**src/rtl/bus_arbiter.sv**
```systemverilog
// Round-robin arbiter for a shared 8-bit bus; grants one of four sources for a fixed-length burst.
// Optional watchdog release of stalled bursts is built when ARB_TIMEOUT_EN is defined.
module bus_arbiter #(
    parameter int LEN_W          = 4,
    parameter int TIMEOUT_CYCLES = 16
) (
    input  logic               clk,
    input  logic               reset,
    input  logic [3:0]         req,
    input  logic [7:0]         req_dest,
    input  logic [4*LEN_W-1:0] req_len,
    input  logic               beat_valid,
    input  logic               beat_ready,
    output logic [3:0]         grant,
    output logic [1:0]         source_id,
    output logic [1:0]         destination_id,
    output logic               busy,
    output logic               done,
    output logic               abort,
    output logic               timeout
);

    typedef enum logic [1:0] {IDLE, XFER, RELEASE} state_e;
    typedef enum logic [1:0] {R_NONE, R_DONE, R_ABORT, R_TIMEOUT} reason_e;

    if (TIMEOUT_CYCLES < 1) begin : g_bad_cfg
        $error("bus_arbiter: TIMEOUT_CYCLES must be at least 1");
    end

    state_e             state_q, state_d;
    reason_e            reason_q, reason_d;
    logic [1:0]         last_q, last_d;
    logic [1:0]         owner_q, owner_d;
    logic [1:0]         dest_q, dest_d;
    logic [LEN_W-1:0]   len_q, len_d;
    logic [LEN_W-1:0]   count_q, count_d;

`ifdef ARB_TIMEOUT_EN
    localparam int STALL_W = $clog2(TIMEOUT_CYCLES + 1);
    logic [STALL_W-1:0] stall_q, stall_d;
`endif

    logic       beat;
    logic       win_found;
    logic [1:0] win_id;
    logic [1:0] cand;

    assign beat = beat_valid && beat_ready;

    // Scan last+1, last+2, ... so the previous owner has lowest priority.
    always_comb begin
        win_found = 1'b0;
        win_id    = last_q;
        cand      = last_q;
        for (int k = 1; k <= 4; k++) begin
            cand = last_q + 2'(k);
            if (!win_found && req[cand]) begin
                win_found = 1'b1;
                win_id    = cand;
            end
        end
    end

    always_ff @(posedge clk) begin
        if (!reset) begin
            state_q  <= IDLE;
            reason_q <= R_NONE;
            last_q   <= 2'd3;
            owner_q  <= 2'd0;
            dest_q   <= 2'd0;
            len_q    <= '0;
            count_q  <= '0;
`ifdef ARB_TIMEOUT_EN
            stall_q  <= '0;
`endif
        end else begin
            state_q  <= state_d;
            reason_q <= reason_d;
            last_q   <= last_d;
            owner_q  <= owner_d;
            dest_q   <= dest_d;
            len_q    <= len_d;
            count_q  <= count_d;
`ifdef ARB_TIMEOUT_EN
            stall_q  <= stall_d;
`endif
        end
    end

    always_comb begin
        state_d  = state_q;
        reason_d = reason_q;
        last_d   = last_q;
        owner_d  = owner_q;
        dest_d   = dest_q;
        len_d    = len_q;
        count_d  = count_q;
`ifdef ARB_TIMEOUT_EN
        stall_d  = stall_q;
`endif
        unique case (state_q)
            IDLE: begin
                reason_d = R_NONE;
                if (win_found) begin
                    state_d = XFER;
                    owner_d = win_id;
                    last_d  = win_id;
                    dest_d  = req_dest[2*int'(win_id) +: 2];
                    len_d   = req_len[LEN_W*int'(win_id) +: LEN_W];
                    count_d = '0;
`ifdef ARB_TIMEOUT_EN
                    stall_d = '0;
`endif
                end
            end
            XFER: begin
                // A final beat wins over a simultaneous request drop.
                if (beat && count_q == len_q) begin
                    state_d  = RELEASE;
                    reason_d = R_DONE;
                    count_d  = '0;
                end else if (!req[owner_q]) begin
                    state_d  = RELEASE;
                    reason_d = R_ABORT;
                    count_d  = '0;
`ifdef ARB_TIMEOUT_EN
                end else if (!beat && stall_q == STALL_W'(TIMEOUT_CYCLES - 1)) begin
                    state_d  = RELEASE;
                    reason_d = R_TIMEOUT;
                    count_d  = '0;
`endif
                end else begin
                    if (beat) count_d = count_q + LEN_W'(1);
`ifdef ARB_TIMEOUT_EN
                    stall_d = beat ? '0 : stall_q + STALL_W'(1);
`endif
                end
            end
            RELEASE: begin
                state_d  = IDLE;
                reason_d = R_NONE;
                count_d  = '0;
            end
            default: begin
                state_d  = IDLE;
                reason_d = R_NONE;
            end
        endcase
    end

    always_comb begin
        grant          = (state_q == XFER) ? (4'b0001 << owner_q) : 4'b0000;
        busy           = (state_q == XFER);
        source_id      = owner_q;
        destination_id = dest_q;
        done           = (state_q == RELEASE) && (reason_q == R_DONE);
        abort          = (state_q == RELEASE) && (reason_q == R_ABORT);
        timeout        = (state_q == RELEASE) && (reason_q == R_TIMEOUT);
    end

endmodule

```
**config.mk**
```make
export PLATFORM = sky130hd
export DESIGN_NAME = bus_arbiter
export DESIGN_NICKNAME = d
export VERILOG_FILES = /design/src/rtl/bus_arbiter.sv
export SDC_FILE = /design/constraint.sdc
export NUM_CORES = 1
export LEC_CHECK = 0
export BUFFER_PORTS_ARGS = -buffer_cell sky130_fd_sc_hd__buf_2
export CAP_MARGIN = 40
export CORE_ASPECT_RATIO = 1.1
export CORE_MARGIN = 10
export CORE_UTILIZATION = 40
export DETAILED_ROUTE_END_ITERATION = 10
export PLACE_DENSITY = 0.68
export SLEW_MARGIN = 15
export SYNTH_ARGS = -nofsm -noshare
export SYNTH_HDL_FRONTEND = slang
export SYNTH_SLANG_ARGS = --single-unit
```
**constraint.sdc**
```tcl
create_clock -name clk -period 2.3 [get_ports clk]
set_clock_uncertainty 0.05 [all_clocks]
set_input_delay 0.46 -clock clk [delete_from_list [all_inputs] [get_ports clk]]
set_output_delay 0.46 -clock clk [all_outputs]
set_load 0.03 [all_outputs]
```
# --- Word-level counts from Yosys, hierarchy flattened ---
# Cells that the tools add are included.
word_totals:
  reg_bits: 18
  inputBits: 32
  wordCells: 80
classes:
  n_addsub: 4
  magnitude_cmp: 5
  eq_ne: 10
  shifts: 3
  muxes: 30
  bitwise_logic: 2
  reduce_logical: 18
ops:
  columns: ["cell", "n"]
  rows:
  - ["4-bit 2-to-1 mux", 5]
  - ["16-bit by 5-bit indexed part select with 4-bit output", 1]
  - ["2-bit by 3-bit < comparator with 1-bit output, second input constant", 5]
  - ["2-bit 2-to-1 mux", 7]
  - ["4-bit one-hot mux with 3 select lines", 1]
  - ["1-bit 2-to-1 mux", 11]
  - ["1-bit binary-select mux with 2-bit select", 5]
  - ["1-bit logical AND", 8]
  - ["8-bit by 4-bit indexed part select with 2-bit output", 1]
  - ["2-bit equality test, second input constant", 3]
  - ["2-bit AND reduction", 3]
  - ["2-bit adder, second input constant", 2]
  - ["4-bit by 1-bit adder with 4-bit output, second input constant", 1]
  - ["2-bit by 1-bit equality test with 1-bit output, second input constant", 2]
  - ["4-bit equality test", 1]
  - ["2-bit inequality test, second input constant", 2]
  - ["4-bit inequality test, second input constant", 1]
  - ["2-bit one-hot mux with 2 select lines", 1]
  - ["1-bit by 2-bit << shifter with 4-bit output, first input constant", 1]
  - ["1-bit zero test", 3]
  - ["3-bit inequality test, second input constant", 1]
  - ["3-bit AND reduction", 1]
  - ["3-bit nonzero test", 1]
  - ["3-bit OR reduction", 1]
  - ["other kinds (3)", 4]

# --- Logic depth before layout (Yosys ltp) ---
depth:
  ltp_word: 15
  ltp_mapped: 6
  depth_no_buf: 6

# --- Worst setup path after synthesis ---
# OpenSTA, ideal clock, no wires.
synth_timing:
  path_kind: "register to output"
  startpoint: "register owner_q[1] (netlist: source_id[1])"
  endpoint: "output port grant[2]"
  arrival_ns: 1.353
  required_ns: 1.790
  setup_slack_ns: 0.437
  stages_incl_launch_ff: 2
  path_cell_list: "dfxtp_1 -> nor3b_1"
synth_via:
  elab_chain_cells: 2
synth_rtl:
  columns: ["item", "line_no", "text"]
  rows:
  - ["from (decl)", "33", "logic [1:0] owner_q, owner_d;"]
  - ["from (signal assigned)", "80", "owner_q <= owner_d;"]
  - ["1-bit by 2-bit << shifter with 4-bit output", "152", "grant = (state_q == XFER) ? (4'b0001 << owner_q) : 4'b0000;"]
  - ["4-bit 2-to-1 mux", "152", null]
  - ["to (decl)", "14", "output logic [3:0] grant,"]
# No other way between the ends.

# --- Worst setup path after layout ---
layout_timing:
  startpoint: "register state_q[1]"
  endpoint: "output port grant[3]"
layout_via:
  elab_chain_cells: 2
layout_rtl:
  columns: ["item", "line_no", "text"]
  rows:
  - ["from (decl)", "30", "state_e state_q, state_d;"]
  - ["from (signal assigned)", "77", "state_q <= state_d;"]
  - ["2-bit by 1-bit equality test with 1-bit output", "152", null]
  - ["4-bit 2-to-1 mux", "152", null]
# No other way between the ends.

==> flow_summary.yaml <==
clocking:
  cts.path.max_buffers: 2
  tritoncts.num_buffers: 3
  cts.sink_count: 18
  cts-root-buf: "sky130_fd_sc_hd__clkbuf_4"
  cts-htree-levels: 1
  clk_pin_slew_ns: 0.10
  tritoncts: "built"
  clk-insertion-delay-late_ns: 0.29
  postCtsHoldBufs: 0
  postCtsResizedCells: 0
  post_cts_buffers: 0
logic_synthesis:
  synthFlopType: "sky130_fd_sc_hd__dfxtp_1"
  synthArstFlopShare: 0
  synth_warnings: 0
  cells_after_synth: 128
  synth_top_area_cell: "sky130_fd_sc_hd__dfxtp_1"
  synth_edf_count: 0
  ys_ff_latch: 18
  synth_cell_type_count: 37
  synth_area_um2: 1086
  synth_top_area_share: 0.3318
  avgSynthCellArea_um2: 8.485
  synth.yosys.seq_area_share: 0.3318
  synthMostInstantiatedCell: "sky130_fd_sc_hd__dfxtp_1"
  synth_top_cells_by_count: "sky130_fd_sc_hd__dfxtp_1, sky130_fd_sc_hd__nand2_1, sky130_fd_sc_hd__nand3_1, sky130_fd_sc_hd__nor2_1, sky130_fd_sc_hd__mux2i_1"
  synth_fp_nets: 161
  yosys-top-cells-area: "sky130_fd_sc_hd__dfxtp_1, sky130_fd_sc_hd__mux2i_1, sky130_fd_sc_hd__nand3_1"
timing:
  final-hold-violation-count: 0
  setup_tns_ns: 0
  layout_worst_path_cycle_share: 0.8725
  timing.final.setup_violations: 0
  final_period_minus_worst_setup_slack_ns: 2.007
  timing.final.ws_setup_ns: 0.2933
  timing_max_transition_violations_final: 0
  max_freq_ghz: 0.4983
  rsz0062_at_grt: "false"
  worst_slew_pin_slew_ns: 0.8261
  max_slew_margin: 0.4476
global_routing:
  antenna_found_initial: 0
  first_pass_grt_wire_length_um: 4650
  grt_start_max_net_pins: 19
  grt_pass1_vias: 1114
  grt.overflow.total: 0
  grt_usage: 0.1053
floorplanning:
  rows: 19
  initial_core_utilization: 0.4270
  die_width_um: 69.68
  floorplan.die_area_um2: 5202
  floorplan_core_area_um2: 2544
  die_height_um: 74.65
  pin_count: 44
setup_path:
  regToRegEndpoint: "len_q[1]$_SDFFE_PN0P_"
  cp-start-kind: "flip-flop"
  reg2regPathDepth: 5
  ff_to_ff_start: "last_q[0]$_SDFFE_PN1P_"
  cp_capture_type: "primary output"
  crit_fanout: 7
  setup_crit_path_kind: "reg2out"
  cp.arrival_ns: 1.50
  ff2ff_setup_slack_ns: 0.45
  critPathRequiredTime_ns: 1.79
route:
  drc_errors: 0
  met3_length_um: 256
  length_of_the_first_detailed_routing_pass_in_iterations: 4
  highest-signal-layer: "met4"
  detailroute.wirelength.met2_um: 1223
  met1_length_um: 1254
  route.detailed.wl_per_inst_um: 13.70
  avgViaCountPerCell: 5.401
  drt_iter0_drc: 56
  num_vias: 1091
  routed_wirelength_um: 2767
  postRouteAntennaNets: 0
power:
  power.density_nw_per_um2: 703.6
  power_uw: 951.6
  power.static_leakage_nw: 0.6472
  vdd.ir_drop.worst_mv: 0.3836
hold_path:
  min_path_cells: 3
  min-delay-start: "req_len[3]"
  holdCritPathClass: "in2reg"
  hold_end: "len_q[3]$_SDFFE_PN0P_"
finish:
  post_route_cells_drive_above_1_share: 0.3216
  syn2layout_area_growth_pct: 24.54
  final_nets: 205
  num_antenna_cells: 0
place:
  number_of_buffer_cells_added_on_primary_ports: 43
  gp_congestion: 0.7840
  detailedPlace.worstSlack_ns: 0.2394
  hpwl_um: 2265
outcome:
  run_status: "completed"
job:
  total_of_max_cap_violations: 0
## flip-flops by register name (all words and copies together) (netlist names)
name and flops:
reason_q 2, state_q 2, last_q 2, destination_id 2, source_id 2, len_q 4, count_q 4
## layout by cell type, fill, tap and decap left out, types with 2 or more instances in the layout
cell                       count
sky130_fd_sc_hd__a21oi_1       6
sky130_fd_sc_hd__buf_2        43
sky130_fd_sc_hd__clkbuf_4      3
sky130_fd_sc_hd__dfxtp_1      18
sky130_fd_sc_hd__inv_1         3
sky130_fd_sc_hd__mux2i_1      12
sky130_fd_sc_hd__nand2_1      14
sky130_fd_sc_hd__nand2b_1      2
sky130_fd_sc_hd__nand3_1      13
sky130_fd_sc_hd__nor2_1       13
sky130_fd_sc_hd__nor2b_1       4
sky130_fd_sc_hd__nor3_1        3
sky130_fd_sc_hd__nor3b_1       2
sky130_fd_sc_hd__o21ai_0       5
sky130_fd_sc_hd__o221ai_1      6
sky130_fd_sc_hd__xor2_1        3
## final cells by class
class / count / area, um2
clock buffers: 4 / 36.28
fillers: 242 / 1191
multi-input cells: 103 / 690.7
well taps: 31 / 38.79
repair buffers: 43 / 215.2
flip-flops and latches: 18 / 360.3
inverters: 3 / 11.26
## metrics by stage
| step | area [um2] | hold WS, ns | std cells | util |
|---|---|---|---|---|
| after floorplan | 1086 | 0.3980 | 128 | - |
| after CTS | 1353 | 0.4111 | 202 | 0.5317 |
| final | 1353 | 0.4198 | 202 | 0.5317 |
| after global placement | 1316 | 0.4160 | 198 | 0.5175 |
| after global routing | 1353 | 0.4339 | 202 | 0.5317 |
| after detailed placement | 1316 | 0.4195 | 198 | 0.5175 |
## worst max path at each step
stage | start | endpoint | slack [ns] | cells past startpoint
3_5_place_dp | req[1] | destination_id[0]$_SDFFE_PN0P_ | 0.24 | 6
3_3_place_gp | req[1] | len_q[3]$_SDFFE_PN0P_ | 0.30 | 6
2_1_floorplan | source_id[1]$_SDFFE_PN0P_ | grant[2] | 0.44 | 1
4_1_cts | state_q[1]$_SDFFE_PN0P_ | grant[3] | 0.26 | 4
5_1_grt | state_q[1]$_SDFFE_PN0P_ | grant[3] | 0.19 | 4
6_report | state_q[1]$_SDFFE_PN0P_ | grant[3] | 0.29 | 4
## report_power, final
group          internal (mW)  switching [mW]
Clock                 0.0965          0.0995
Sequential             0.358          0.0433
Combinational          0.140           0.215
Total                  0.594           0.358
## cells by family after synthesis
| family | share of synthesized area |
|---|---|
| AND/OR/NAND/NOR | 0.2742 |
| XOR/XNOR | 0.03226 |
| adder cells (fa/ha/maj) | 0.01152 |
| flip-flops | 0.3318 |
| multiplexers | 0.1313 |
| AO/OA/AOI/OAI | 0.1866 |
| buffers and inverters | 0.03225 |
## routing by layer
metal / vias to the layer above / global-route usage
met5: - / 0
li1: 553 / -
met1: 489 / 0.1159
met2: 45 / 0.1768
met3: 4 / 0.04468
met4: 0 / 0.04605
## worst max-delay path, cell delays in order, from the launching register on
cell and delay [ns]:
sky130_fd_sc_hd__dfxtp_1 0.38, sky130_fd_sc_hd__nand2b_1 0.25, sky130_fd_sc_hd__inv_1 0.17, sky130_fd_sc_hd__and3_2 0.24, sky130_fd_sc_hd__buf_2 0.17
No activity file was read; power rests on OpenSTA's default activity.
